<file path="src/rtl/uart_cmd_arb_pkg.sv">
// Shared types and defaults for the UART command arbiter.
// FSM encodings, default widths and the read/write flag position within a command.
package uart_cmd_arb_pkg;

    localparam int DEF_N_REQ      = 4;
    localparam int DEF_CMD_WIDTH  = 16;
    localparam int DEF_READ_WIDTH = 8;
    localparam int DEF_TIMEOUT    = 60000;
    localparam int DEF_TO_W       = 16;

    typedef enum logic [2:0] {
        ST_IDLE     = 3'd0,
        ST_ISSUE    = 3'd1,
        ST_BUSY     = 3'd2,
        ST_RESP_OK  = 3'd3,
        ST_RESP_ERR = 3'd4
    } state_e;

    // The MSB of a command selects write (1) or read (0).
    function automatic int cmd_rw_bit(input int cmd_width);
        return cmd_width - 1;
    endfunction

endpackage

</file>
<file path="src/rtl/uart_cmd_arb_rr_arbiter.sv">
// Round-robin picker: first request at or after the pointer wins, wrapping to 0.
// Grant is combinational; the pointer moves to winner+1 only when the grant is taken.
module uart_cmd_arb_rr_arbiter #(
    parameter int N_REQ = 4,
    parameter int IDX_W = $clog2(N_REQ)
) (
    input  logic             clk,
    input  logic             rst,
    input  logic [N_REQ-1:0] req,
    input  logic             accept,
    output logic [N_REQ-1:0] gnt,
    output logic [IDX_W-1:0] gnt_idx
);

    localparam int CW = IDX_W + 1;

    logic [IDX_W-1:0] rr_ptr_q, rr_ptr_d;
    logic [CW-1:0]    cand;
    logic             found;

    always_comb begin
        gnt     = '0;
        gnt_idx = '0;
        found   = 1'b0;
        cand    = '0;
        for (int i = 0; i < N_REQ; i++) begin
            cand = {1'b0, rr_ptr_q} + CW'(i);
            if (cand >= CW'(N_REQ)) begin
                cand = cand - CW'(N_REQ);
            end
            if (!found && req[cand[IDX_W-1:0]]) begin
                found                 = 1'b1;
                gnt[cand[IDX_W-1:0]]  = 1'b1;
                gnt_idx               = cand[IDX_W-1:0];
            end
        end
    end

    always_comb begin
        rr_ptr_d = rr_ptr_q;
        if (accept) begin
            rr_ptr_d = (gnt_idx == IDX_W'(N_REQ - 1)) ? '0 : gnt_idx + IDX_W'(1);
        end
    end

    always_ff @(posedge clk or posedge rst) begin
        if (rst) begin
            rr_ptr_q <= '0;
        end else begin
            rr_ptr_q <= rr_ptr_d;
        end
    end

endmodule

</file>
<file path="src/rtl/uart_cmd_arb.sv">
// Shares one UART command port among N_REQ requesters, one command in flight at a time.
// cmd_vld rises 1 cycle after grant; response pulses 1 cycle after completion; req_rdy stays low while busy.
module uart_cmd_arb
    import uart_cmd_arb_pkg::*;
#(
    parameter int N_REQ      = DEF_N_REQ,
    parameter int CMD_WIDTH  = DEF_CMD_WIDTH,
    parameter int READ_WIDTH = DEF_READ_WIDTH,
    parameter int TIMEOUT    = DEF_TIMEOUT,
    parameter int TO_W       = DEF_TO_W
) (
    input  logic                       clk,
    input  logic                       rst,
    input  logic [N_REQ*CMD_WIDTH-1:0] req_cmd,
    input  logic [N_REQ-1:0]           req_vld,
    output logic [N_REQ-1:0]           req_rdy,
    output logic [READ_WIDTH-1:0]      rsp_data,
    output logic [N_REQ-1:0]           rsp_vld,
    output logic [N_REQ-1:0]           rsp_err,
    output logic [CMD_WIDTH-1:0]       cmd_in,
    output logic                       cmd_vld,
    input  logic                       cmd_rdy,
    input  logic                       read_rdy,
    input  logic [READ_WIDTH-1:0]      read_data
);

    localparam int            IDX_W   = $clog2(N_REQ);
    localparam int            RW_BIT  = cmd_rw_bit(CMD_WIDTH);
    localparam logic [TO_W-1:0] TO_LAST = TO_W'(TIMEOUT - 1);

    state_e                state_q, state_d;
    logic [IDX_W-1:0]      owner_q, owner_d;
    logic [CMD_WIDTH-1:0]  cmd_q, cmd_d;
    logic                  cmd_vld_q, cmd_vld_d;
    logic [TO_W-1:0]       cnt_q, cnt_d;
    logic [N_REQ-1:0]      rsp_vld_q, rsp_vld_d;
    logic [N_REQ-1:0]      rsp_err_q, rsp_err_d;
    logic [READ_WIDTH-1:0] rsp_data_q, rsp_data_d;

    logic [N_REQ-1:0]      arb_req;
    logic [N_REQ-1:0]      gnt;
    logic [IDX_W-1:0]      gnt_idx;
    logic                  accept;
    logic [CMD_WIDTH-1:0]  sel_cmd;
    logic [N_REQ-1:0]      owner_oh;
    logic                  cmd_wr;

    // Offer requests to the arbiter only when both this block and the engine are idle.
    assign arb_req = (state_q == ST_IDLE && cmd_rdy) ? req_vld : '0;
    assign req_rdy = gnt;
    assign accept  = |(req_vld & gnt);
    assign cmd_wr  = cmd_q[RW_BIT];

    uart_cmd_arb_rr_arbiter #(
        .N_REQ (N_REQ),
        .IDX_W (IDX_W)
    ) u_arb (
        .clk     (clk),
        .rst     (rst),
        .req     (arb_req),
        .accept  (accept),
        .gnt     (gnt),
        .gnt_idx (gnt_idx)
    );

    always_comb begin
        sel_cmd = '0;
        for (int i = 0; i < N_REQ; i++) begin
            if (gnt[i]) begin
                sel_cmd = req_cmd[i*CMD_WIDTH +: CMD_WIDTH];
            end
        end
    end

    always_comb begin
        owner_oh          = '0;
        owner_oh[owner_q] = 1'b1;
    end

    always_comb begin
        state_d    = state_q;
        owner_d    = owner_q;
        cmd_d      = cmd_q;
        cmd_vld_d  = cmd_vld_q;
        cnt_d      = cnt_q;
        rsp_vld_d  = '0;
        rsp_err_d  = '0;
        rsp_data_d = rsp_data_q;
        case (state_q)
            ST_IDLE: begin
                if (accept) begin
                    cmd_d     = sel_cmd;
                    owner_d   = gnt_idx;
                    cmd_vld_d = 1'b1;
                    cnt_d     = '0;
                    state_d   = ST_ISSUE;
                end
            end
            ST_ISSUE: begin
                if (!cmd_rdy) begin
                    cmd_vld_d = 1'b0;
                    cnt_d     = '0;
                    state_d   = ST_BUSY;
                end else if (cnt_q == TO_LAST) begin
                    cmd_vld_d = 1'b0;
                    rsp_err_d = owner_oh;
                    state_d   = ST_RESP_ERR;
                end else begin
                    cnt_d = cnt_q + TO_W'(1);
                end
            end
            ST_BUSY: begin
                cnt_d = cnt_q + TO_W'(1);
                // Read data beats both the engine going idle and the timeout in the same cycle.
                if (!cmd_wr && read_rdy) begin
                    rsp_data_d = read_data;
                    rsp_vld_d  = owner_oh;
                    state_d    = ST_RESP_OK;
                end else if (cmd_rdy) begin
                    if (cmd_wr) begin
                        rsp_vld_d = owner_oh;
                        state_d   = ST_RESP_OK;
                    end else begin
                        rsp_err_d = owner_oh;
                        state_d   = ST_RESP_ERR;
                    end
                end else if (cnt_q == TO_LAST) begin
                    rsp_err_d = owner_oh;
                    state_d   = ST_RESP_ERR;
                end
            end
            ST_RESP_OK,
            ST_RESP_ERR: begin
                state_d = ST_IDLE;
            end
            default: begin
                state_d   = ST_IDLE;
                cmd_vld_d = 1'b0;
            end
        endcase
    end

    always_ff @(posedge clk or posedge rst) begin
        if (rst) begin
            state_q    <= ST_IDLE;
            owner_q    <= '0;
            cmd_q      <= '0;
            cmd_vld_q  <= 1'b0;
            cnt_q      <= '0;
            rsp_vld_q  <= '0;
            rsp_err_q  <= '0;
            rsp_data_q <= '0;
        end else begin
            state_q    <= state_d;
            owner_q    <= owner_d;
            cmd_q      <= cmd_d;
            cmd_vld_q  <= cmd_vld_d;
            cnt_q      <= cnt_d;
            rsp_vld_q  <= rsp_vld_d;
            rsp_err_q  <= rsp_err_d;
            rsp_data_q <= rsp_data_d;
        end
    end

    assign cmd_in   = cmd_q;
    assign cmd_vld  = cmd_vld_q;
    assign rsp_vld  = rsp_vld_q;
    assign rsp_err  = rsp_err_q;
    assign rsp_data = rsp_data_q;

endmodule

</file>
<file path="config.mk">
export PLATFORM = sky130hd
export DESIGN_NAME = uart_cmd_arb
export DESIGN_NICKNAME = d
export VERILOG_FILES = /design/src/rtl/uart_cmd_arb_pkg.sv /design/src/rtl/uart_cmd_arb_rr_arbiter.sv /design/src/rtl/uart_cmd_arb.sv
export SDC_FILE = /design/constraint.sdc
export NUM_CORES = 1
export LEC_CHECK = 0
export BUFFER_PORTS_ARGS = -buffer_cell sky130_fd_sc_hd__buf_2
export CAP_MARGIN = 20
export CORE_MARGIN = 4
export CORE_UTILIZATION = 42
export CTS_BUF_LIST = sky130_fd_sc_hd__clkbuf_8 sky130_fd_sc_hd__clkbuf_16
export DETAILED_ROUTE_END_ITERATION = 10
export PLACE_DENSITY = 0.7
export SETUP_SLACK_MARGIN = 0.5
export SKIP_LAST_GASP = 1
export SLEW_MARGIN = 20
export SYNTH_ARGS = -nofsm -noshare
export SYNTH_HDL_FRONTEND = slang
export SYNTH_SLANG_ARGS = --single-unit
</file>
<file path="constraint.sdc">
create_clock -name clk -period 6.6 [get_ports clk]
set_input_delay 0.66 -clock clk [delete_from_list [all_inputs] [get_ports clk]]
set_output_delay 0.66 -clock clk [all_outputs]
set_load 0.02 [all_outputs]
</file>
==> flow_summary.ini, run 1 <==
[clock_network]
cts_tree = done
clk_latency_ns = 0.30
cts_setup_buffers = 0
cts_max_level = 2
cts_buffers = 5
postCtsHoldBufs = 0
clk_pin_slew_worst_paths_ns = 0.10
clockBufferDepth = 2
cts_resized = 0
root_buffer = clkbuf_8
clkSinkCount = 56

[power]
powerDensity_nw_per_um2 = 394
power_mw = 1.72
clkPwrFrac_pct = 12.4
pwr-share-comb_pct = 56.2
peakVddDrop_mv = 0.216
netSwitchingFraction_pct = 44.6
power_frac_seq_pct = 31.4
intPower_uw = 954
p_sw_uw = 768
leakage_nw = 2.02

[final_layout]
diodes = 0
multiInputGateArea_um2 = 2040
drive_gt1_share_pct = 34.7
seqCellArea_um2 = 1400
fin_area_um2 = 4370
area_growth_pct = 18.8
num-fill-cells = 794
final_nets = 590

[placement]
placed_area_um2 = 4240
port_buffers = 116
hpwl_mm = 7.00
gp_congestion = 0.884

[sta]
rsz0062_at_grt = false
slew_viol_final = 0
fin_crit_ns = 4.74
worst_slew_pin_slew_ns = 0.880
slew_headroom_pct = 41.3
hold_violations = 0
fin_crit_sh_pct = 71.9
finClkSkew_ns = 0.0115
final-setup-viol-count = 0
finalSetupTns_ns = 0
max_freq_ghz = 0.211

[synth]
synth_seq_cells = 56
synth.top_cell.area_share_pct = 38.1
synth_edf_count = 0
ys_async_sr_fraction_pct = 100
synth_warnings = 0
synthTopCellsByCount = 56 x dfrtp_1, 50 x nor2_1, 33 x nand2_1
syn-cell-area_um2 = 3680
synth_cell_types = 57
synth_area_leaders = dfrtp_1 38%, nor2_1 5.1%, a221oi_2 4.5%, o21ai_0 4.2%, or3_1 3.9%
syn_nets = 487
yosysSeqAreaShare_pct = 38.1
avgSynthCellArea_um2 = 9.27
syn_inst = 397
yosys.area.top_type = dfrtp_1
synthFlopType = dfrtp_1
synth.most_common_cell = dfrtp_1

[global_routing]
grt_antenna_before_repair = 0
grt_max_degree = 57
grt_remaining_overflow = 0
grt_usage_pct = 17.5
grt_pass1_vias = 3239
grt_pass1_wl_mm = 14.9

[route]
dr.first_iter.drc_count = 181
drt_wl_total_mm = 9.01
drt-pass1-iter-count = 4
drt-vias-per-instance = 5.43
drc_errors = 0
antenna_left = 0
via_count = 3292
wl_per_cell_um = 14.9

[worst_hold_path]
hp-class = reg2reg
hold_depth = 1

[critical_path]
cp.required_ns = 5.94
crit_slowest_cell = or3_1
crit_path_cell_trace = inv_1, ha_1, mux4_2, or2_1, nor3b_1, or3_1, buf_2
r2r_cells = 10
path_delay_family = simple AND/OR/NAND/NOR gates
max_stage_delay_ns = 0.73
cp_num_cells = 7
worst-path-buf-inv = 2
worst-path-max-fanout = 18
crit_type = reg2out
cp-end-kind = primary output
startpoint_type = register
cp.arrival_ns = 4.08

[floorplanning]
dieArea_um2 = 10300
core_um2 = 8380
ios = 117
die_w_um = 102
rows = 33
fp.dieH_um = 102
initial_core_util_pct = 43.9

[flow_run]
drv_cap = 0

[status]
outcome = finished, final reports clean
[layout by cell type (no fill, tap or decap), drive strengths merged, types with 12 or more instances in the layout]
cell type  instances
a21oi             15
nor2              51
a31oi             19
or3               24
nand2b            14
nand2             33
mux2              12
a221oi            17
inv               16
o21ai             32
buf              121
dfrtp             56
[logic make-up after synthesis]
kind of cell    share of synthesized area, %
compound gates                          20.1
xor+xnor                               0.238
fa+ha+maj                               3.40
buf+inv                                 6.53
flops                                   38.1
mux                                     6.33
simple gates                            25.3
[through the flow]
step                worst slack, ns  utilization, %  hold slack, ns  instances
finish                         1.86            52.2           0.510        606
detailed placement             2.03            50.5           0.492        597
global placement               2.16            50.5           0.482        597
floorplan                      3.01               -           0.467        397
CTS                            1.87            51.8           0.518        605
global route                   1.67            52.2           0.536        606
[layout make-up]
class                           count  area share [%]
Multi-Input combinational cell    301            46.6
Sequential cell                    56            32.1
Timing Repair Buffer              121            14.6
Tap cell                          105            3.01
Clock buffer                        5            1.57
Inverter                           15            1.29
Clock inverter                      3           0.887
[metal layers]
layer  global-route usage [%]  vias up  wire, um
met5                        0        -         0
met4                     3.27        0        57
met3                     3.99        8       708
met2                     28.8      118      4330
met1                     24.0     1527      3910
li1                         -     1639         -
[registers in the layout, summed over array words and instances, names as in the netlist]
| register | flops |
|---|---|
| rsp_data | 8 |
| rsp_vld | 4 |
| cnt_q | 16 |
| u_arb.rr_ptr_q | 2 |
| state_q | 3 |
| rsp_err | 4 |
| cmd_vld | 1 |
| cmd_in | 16 |
| owner_q | 2 |
[final timing paths]
path,start,end,slack (ns)
max in group asynchronous,rst,cnt_q[4],5.60
max,u_arb.rr_ptr_q[0],req_rdy[1],1.86
min in group asynchronous,rst,cmd_in[14],0.54
min,rsp_data[0],rsp_data[0],0.51
min reg2reg,rsp_data[0],rsp_data[0],0.51
max reg2reg,u_arb.rr_ptr_q[0],cmd_in[11],2.19
[power groups by stage]
| stage | clock, mW | combinational, mW | sequential, mW |
|---|---|---|---|
| 6_report | 0.213 | 0.968 | 0.541 |
| 5_1_grt | 0.238 | 1.07 | 0.558 |
| 4_1_cts | 0.222 | 0.953 | 0.542 |
| 3_5_place_dp | 0 | 0.949 | 0.546 |
| 3_3_place_gp | 0 | 0.932 | 0.542 |
| 2_1_floorplan | 0 | 0.675 | 0.616 |
(Power assumes the default switching activity.)
==> inputs of run 2 (changes only) <==
Settings changed: PLACE_DENSITY 0.7 to 0.73.
Clock period 6.6 ns to 4.05 ns, I/O delays scaled along.
==> run 2 against run 1 <==
Global-route usage fell by 0.11 points. Sequential share of layout area fell by 0.96 points. Register-to-register slack worse by 1.5 ns. Combinational power up 79%. Via count is 1.7% higher. Worst setup slack got worse by 1.2 ns. Sequential cell count stayed put. Final area grew 3.2%. Critical path type unchanged. Critical endpoint unchanged. Largest cell class unchanged. Largest power group unchanged.
==> flow_summary.ini, run 2 (synthesized netlist as in run 1, its figures left out) <==
[final_layout]
num-fill-cells = 795
diodes = 0
drive_gt1_share_pct = 37.9
fin_cells = 619
area_growth_pct = 22.6
final_nets = 603
final_common_cell = buf_2
layout_common_cells = 116 x buf_2, 55 x dfrtp_1, 50 x nor2_1

[floorplanning]
die_w_um = 102
initial_core_util_pct = 43.9
ios = 117
fp.dieH_um = 102
rows = 33
core_um2 = 8380
dieArea_um2 = 10300

[sta]
hold_ws_ns = 0.198
finClkSkew_ns = 0.00673
worst_slew_pin_slew_ns = 0.713
max_freq_ghz = 0.292
final-setup-viol-count = 0
finalSetupTns_ns = 0
rsz0062_at_grt = true
slew_headroom_pct = 52.4
fin_crit_sh_pct = 84.5
hold_violations = 0
fin_crit_ns = 3.42
slew_viol_final = 0

[placement]
place_inst = 602
gp_congestion = 0.891
hpwl_mm = 7.02
port_buffers = 116

[flow_run]
drv_cap = 0

[critical_path]
cp.required_ns = 3.64
crit_slowest_cell = mux4_2
startpoint_type = register
cp_num_cells = 8
r2r-start = u_arb.rr_ptr_q[1]
crit_path_cell_trace = inv_1, ha_4, mux4_2, or2_4, nor3b_2, or3_4, buf_6, buf_2
cp.arrival_ns = 3.02
r2r_end = cnt_q[11]
worstSetupStartpoint = u_arb.rr_ptr_q[1]
max_stage_delay_ns = 0.57
regToRegSetupSlack_ns = 0.67
crit_type = reg2out
r2r_cells = 10
worst-path-max-fanout = 17
worstSetupEndpoint = req_rdy[1]
cp-end-kind = primary output
path_delay_family = simple AND/OR/NAND/NOR gates
worst-path-buf-inv = 3

[route]
wl_per_cell_um = 14.7
via_count = 3348
drt-pass1-iter-count = 5
dr.first_iter.drc_count = 223
antenna_left = 0
drc_errors = 0
drt_wl_total_mm = 9.11
drt-vias-per-instance = 5.41

[clock_network]
cts_max_level = 2
cts_tree = done
cts_buffers = 5
clk_pin_slew_worst_paths_ns = 0.10
clockBufferDepth = 2
clkSinkCount = 56
root_buffer = clkbuf_8
clk_latency_ns = 0.31

[power]
leakage_nw = 2.06
power_mw = 2.91
peakVddDrop_mv = 0.294
powerDensity_nw_per_um2 = 645

[global_routing]
grt_pass1_vias = 3216
grt_max_degree = 35
grt_antenna_before_repair = 0
grt_pass1_wl_mm = 14.8
grt_remaining_overflow = 0
grt_usage_pct = 17.4

[status]
outcome = finished, final reports clean

[worst_hold_path]
hp-class = in2async
## run 2: cell types whose count changed in the layout (fill, tap and decap cells not counted), moves of 2 or more
cell,previous run,this run
buf_4,4,15
clkinvlp_4,0,2
inv_1,14,12
nor3b_1,3,1
nor3b_2,3,5
## run 2: area by class of cell
type / instances / area [um2] / area share [%]
multi-input cells: 301 / 2090 / 46.2
clock buffers: 6 / 82.6 / 1.83
flip-flops and latches: 56 / 1400 / 31.1
repair inverters: 1 / 7.51 / 0.166
well taps: 105 / 131 / 2.91
inverters: 15 / 62.6 / 1.39
repair buffers: 133 / 724 / 16.1
clock inverters: 2 / 13.8 / 0.305
## run 2: through the flow
| stage | setup WS [ns] | utilization [%] | instance area [um2] |
|---|---|---|---|
| 2_1_floorplan | 0.707 | - | 3680 |
| 3_3_place_gp | 0.514 | 51.0 | 4270 |
| 3_5_place_dp | 0.352 | 51.0 | 4270 |
| 4_1_cts | 0.464 | 52.9 | 4440 |
| 5_1_grt | 0.478 | 53.8 | 4510 |
| 6_report | 0.627 | 53.8 | 4510 |
## run 2: worst reg2reg max path, delay by kind of cell, from the launching register on
kind	cells	cell delay [ns]
muxes	1	0.57
AOI/OAI and AO/OA	4	0.83
DFF	1	0.46
and+or+nand+nor	3	0.92
adders and majority gates	1	0.37
buffers and inverters	1	0.17
## run 2: per-layer routing
| metal | vias to the layer above | wire [um] | track usage, % |
|---|---|---|---|
| met5 | - | 0 | 0 |
| met4 | 0 | 87 | 3.27 |
| met3 | 7 | 687 | 3.86 |
| met2 | 126 | 4400 | 29.9 |
| met1 | 1541 | 3930 | 22.8 |
| li1 | 1674 | - | - |
## run 2: worst min path at each step
stage                     slack (ns)          end  cells after the start
after floorplan                 0.47     cnt_q[1]                      2
after global placement          0.48  rsp_data[5]                      1
after detailed placement        0.49  rsp_data[5]                      1
after CTS                       0.22    cmd_in[3]                      2
after global routing            0.24  rsp_data[7]                      2
final                           0.20  rsp_data[7]                      2
## run 2: report_power, final
group	switching [mW]	internal, mW
sequential	0.131	0.733
clock	0.179	0.140
combinational	0.992	0.734
total	1.30	1.61
## run 2: timing repair
item | CTS | global route
setup endpoints to repair | 28 | 32
gates cloned | 1 | 0
buffers inserted | 2 | 6
hold buffers | 0 | 0
gates resized for setup | 10 | 4
pin swaps | 0 | 3
==> inputs of run 3 (changes only) <==
Settings changed: ABC_AREA set to 1, PLACE_DENSITY 0.73 to 0.69.
Clock period 4.05 ns to 3.55 ns, I/O delays scaled along.
==> run 3 against run 2 <==
Power increased by 74%. Clock power increased by 20%. Non-clock buffer count decreased by 7. Worst setup slack improved by 0.0030 ns. Largest cell class unchanged. Utilization decreased by 1.6 points. Count of clock-buffer cells in the layout decreased by 1.
==> flow_summary.ini, run 3 <==
[critical_path]
regToRegSetupSlack_ns = 0.76
crit_type = reg2out
cp.arrival_ns = 2.57
r2r_end = cnt_q[9]
startpoint_type = register
r2r_cells = 15
cp.required_ns = 3.19
r2r-start = u_arb.rr_ptr_q[1]
worst-path-max-fanout = 22
cp-end-kind = primary output

[sta]
max_freq_ghz = 0.342
finalSetupTns_ns = 0
final-setup-viol-count = 0
slew_viol_final = 0
finClkSkew_ns = 0.00864
worst_slew_pin_slew_ns = 0.809
fin_crit_ns = 2.92
hold_violations = 0
hold_ws_ns = 0.0883
slew_headroom_pct = 45.9
fin_ws_ns = 0.630
fin_crit_sh_pct = 82.3
rsz0062_at_grt = false

[clock_network]
root_buffer = clkbuf_8
clk_latency_ns = 0.32
clk_pin_slew_worst_paths_ns = 0.11
clkSinkCount = 56
clockBufferDepth = 2
cts_tree = done
cts_buffers = 5
cts_max_level = 2

[global_routing]
grt_pass1_vias = 3889
grt_usage_pct = 18.7
grt_pass1_wl_mm = 17.6
grt_antenna_before_repair = 0
grt_remaining_overflow = 0
grt_max_degree = 34

[route]
drt-pass1-iter-count = 4
drt-vias-per-instance = 5.00
via_count = 4057
drt_wl_total_mm = 10.4
antenna_left = 0
wl_per_cell_um = 12.9
dr.first_iter.drc_count = 220
drc_errors = 0

[synth]
synth_seq_cells = 56
synth.most_common_cell = nand2_1
yosys.area.top_type = dfrtp_1
synth_edf_count = 0
synth_area_leaders = dfrtp_1 35%, nand2_1 21%, nand3_1 6.4%, inv_1 5.7%, a21oi_1 4.7%
synth_cell_types = 35
synthTopCellsByCount = 217 x nand2_1, 60 x inv_1, 56 x dfrtp_1
syn-cell-area_um2 = 3960
synth.top_cell.area_share_pct = 35.4
syn_inst = 585
synth_warnings = 0
syn_nets = 675
synthFlopType = dfrtp_1
yosysSeqAreaShare_pct = 35.4
ys_async_sr_fraction_pct = 100
avgSynthCellArea_um2 = 6.77

[power]
clkPwrFrac_pct = 7.6
netSwitchingFraction_pct = 56.3
power_mw = 5.07
leakage_nw = 2.69
peakVddDrop_mv = 0.619
powerDensity_nw_per_um2 = 1050
pwr-share-comb_pct = 73.1
p_sw_mw = 2.85
power_frac_seq_pct = 19.4
intPower_mw = 2.22

[floorplanning]
rows = 35
core_um2 = 9200
initial_core_util_pct = 43.1
fp.dieH_um = 105
ios = 117
die_w_um = 105
dieArea_um2 = 11000

[placement]
pre_cts_ws_ns = 0.651
port_buffers = 116
gp_congestion = 0.908
hpwl_mm = 7.98

[flow_run]
drv_cap = 0

[final_layout]
final_nets = 789
area_growth_pct = 21.3
final_common_cell = nand2_1
drive_gt1_share_pct = 25.6
layout_common_cells = 217 x nand2_1, 116 x buf_2, 58 x inv_1
diodes = 0

[status]
outcome = finished, final reports clean

[worst_hold_path]
hp-class = in2async
[run 3: per-stage QoR]
| step | utilization (%) | cells | instance area, um2 |
|---|---|---|---|
| 4_1_cts | 51.7 | 808 | 4750 |
| 5_1_grt | 52.2 | 811 | 4800 |
| 3_5_place_dp | 50.5 | 800 | 4650 |
| 6_report | 52.2 | 811 | 4800 |
| 2_1_floorplan | - | 585 | 3960 |
| 3_3_place_gp | 50.3 | 799 | 4630 |
[run 3: worst max-delay path by stage]
stage | start | end | cells past startpoint
CTS | u_arb.rr_ptr_q[1] | req_rdy[3] | 10
floorplan | u_arb.rr_ptr_q[0] | req_rdy[3] | 9
detailed placement | u_arb.rr_ptr_q[0] | cnt_q[10] | 15
global route | u_arb.rr_ptr_q[1] | req_rdy[3] | 10
finish | u_arb.rr_ptr_q[1] | req_rdy[3] | 10
global placement | u_arb.rr_ptr_q[0] | cnt_q[4] | 15
[run 3: what timing repair did]
action                                  CTS  global route
endpoints found under the setup margin    2            18
hold buffers                              0             0
setup buffers                             0             3
pin swaps                                 0             1
endpoints found under the hold margin     0             0
gates cloned                              0             0
gates resized for setup                   3             4
[run 3: cell type report]
cell class | instances | area, um2
Clock buffer | 5 | 68.8
Sequential cell | 56 | 1400
Multi-Input combinational cell | 441 | 2220
Inverter | 69 | 263
Timing Repair Buffer | 126 | 676
Tap cell | 111 | 139
Clock inverter | 3 | 33.8
Fill cell | 938 | 4390
[run 3: critical path: stages (launching register included)]
cell and delay [ns]:
dfrtp_2 0.45, clkinvlp_4 0.23, ha_4 0.35, inv_1 0.06, nand3_1 0.09, nand2_2 0.14
nor2_8 0.21, nand3_2 0.11, nand3_4 0.18, buf_6 0.21, buf_2 0.19
[run 3: routing by layer]
| metal | track usage [%] | vias to the layer above | routed length, um |
|---|---|---|---|
| li1 | - | 2085 | - |
| met1 | 23.6 | 1788 | 4470 |
| met2 | 32.0 | 159 | 4940 |
| met3 | 4.14 | 25 | 788 |
| met4 | 5.62 | 0 | 231 |
| met5 | 0 | - | 0 |
[run 3: cell families (layout without fill, tap and decap cells)]
family          Yosys count  after routing  share of synthesized area (%)
flops                    56             56                           35.4
xor+xnor                 10             10                           2.21
mux                       8              8                           2.27
buf+inv                  88            203                           9.04
compound gates           58             58                           7.77
simple gates            355            355                           40.2
fa+ha+maj                10             10                           3.16
[run 3: power groups by stage]
stage                     registers, mW  clock network, mW  logic, mW
final                             0.983              0.383       3.70
after detailed placement          0.993                  0       3.61
after global routing               1.01              0.423       4.20
after CTS                         0.983              0.398       3.64
after floorplan                    1.15                  0       2.69
after global placement            0.988                  0       3.56
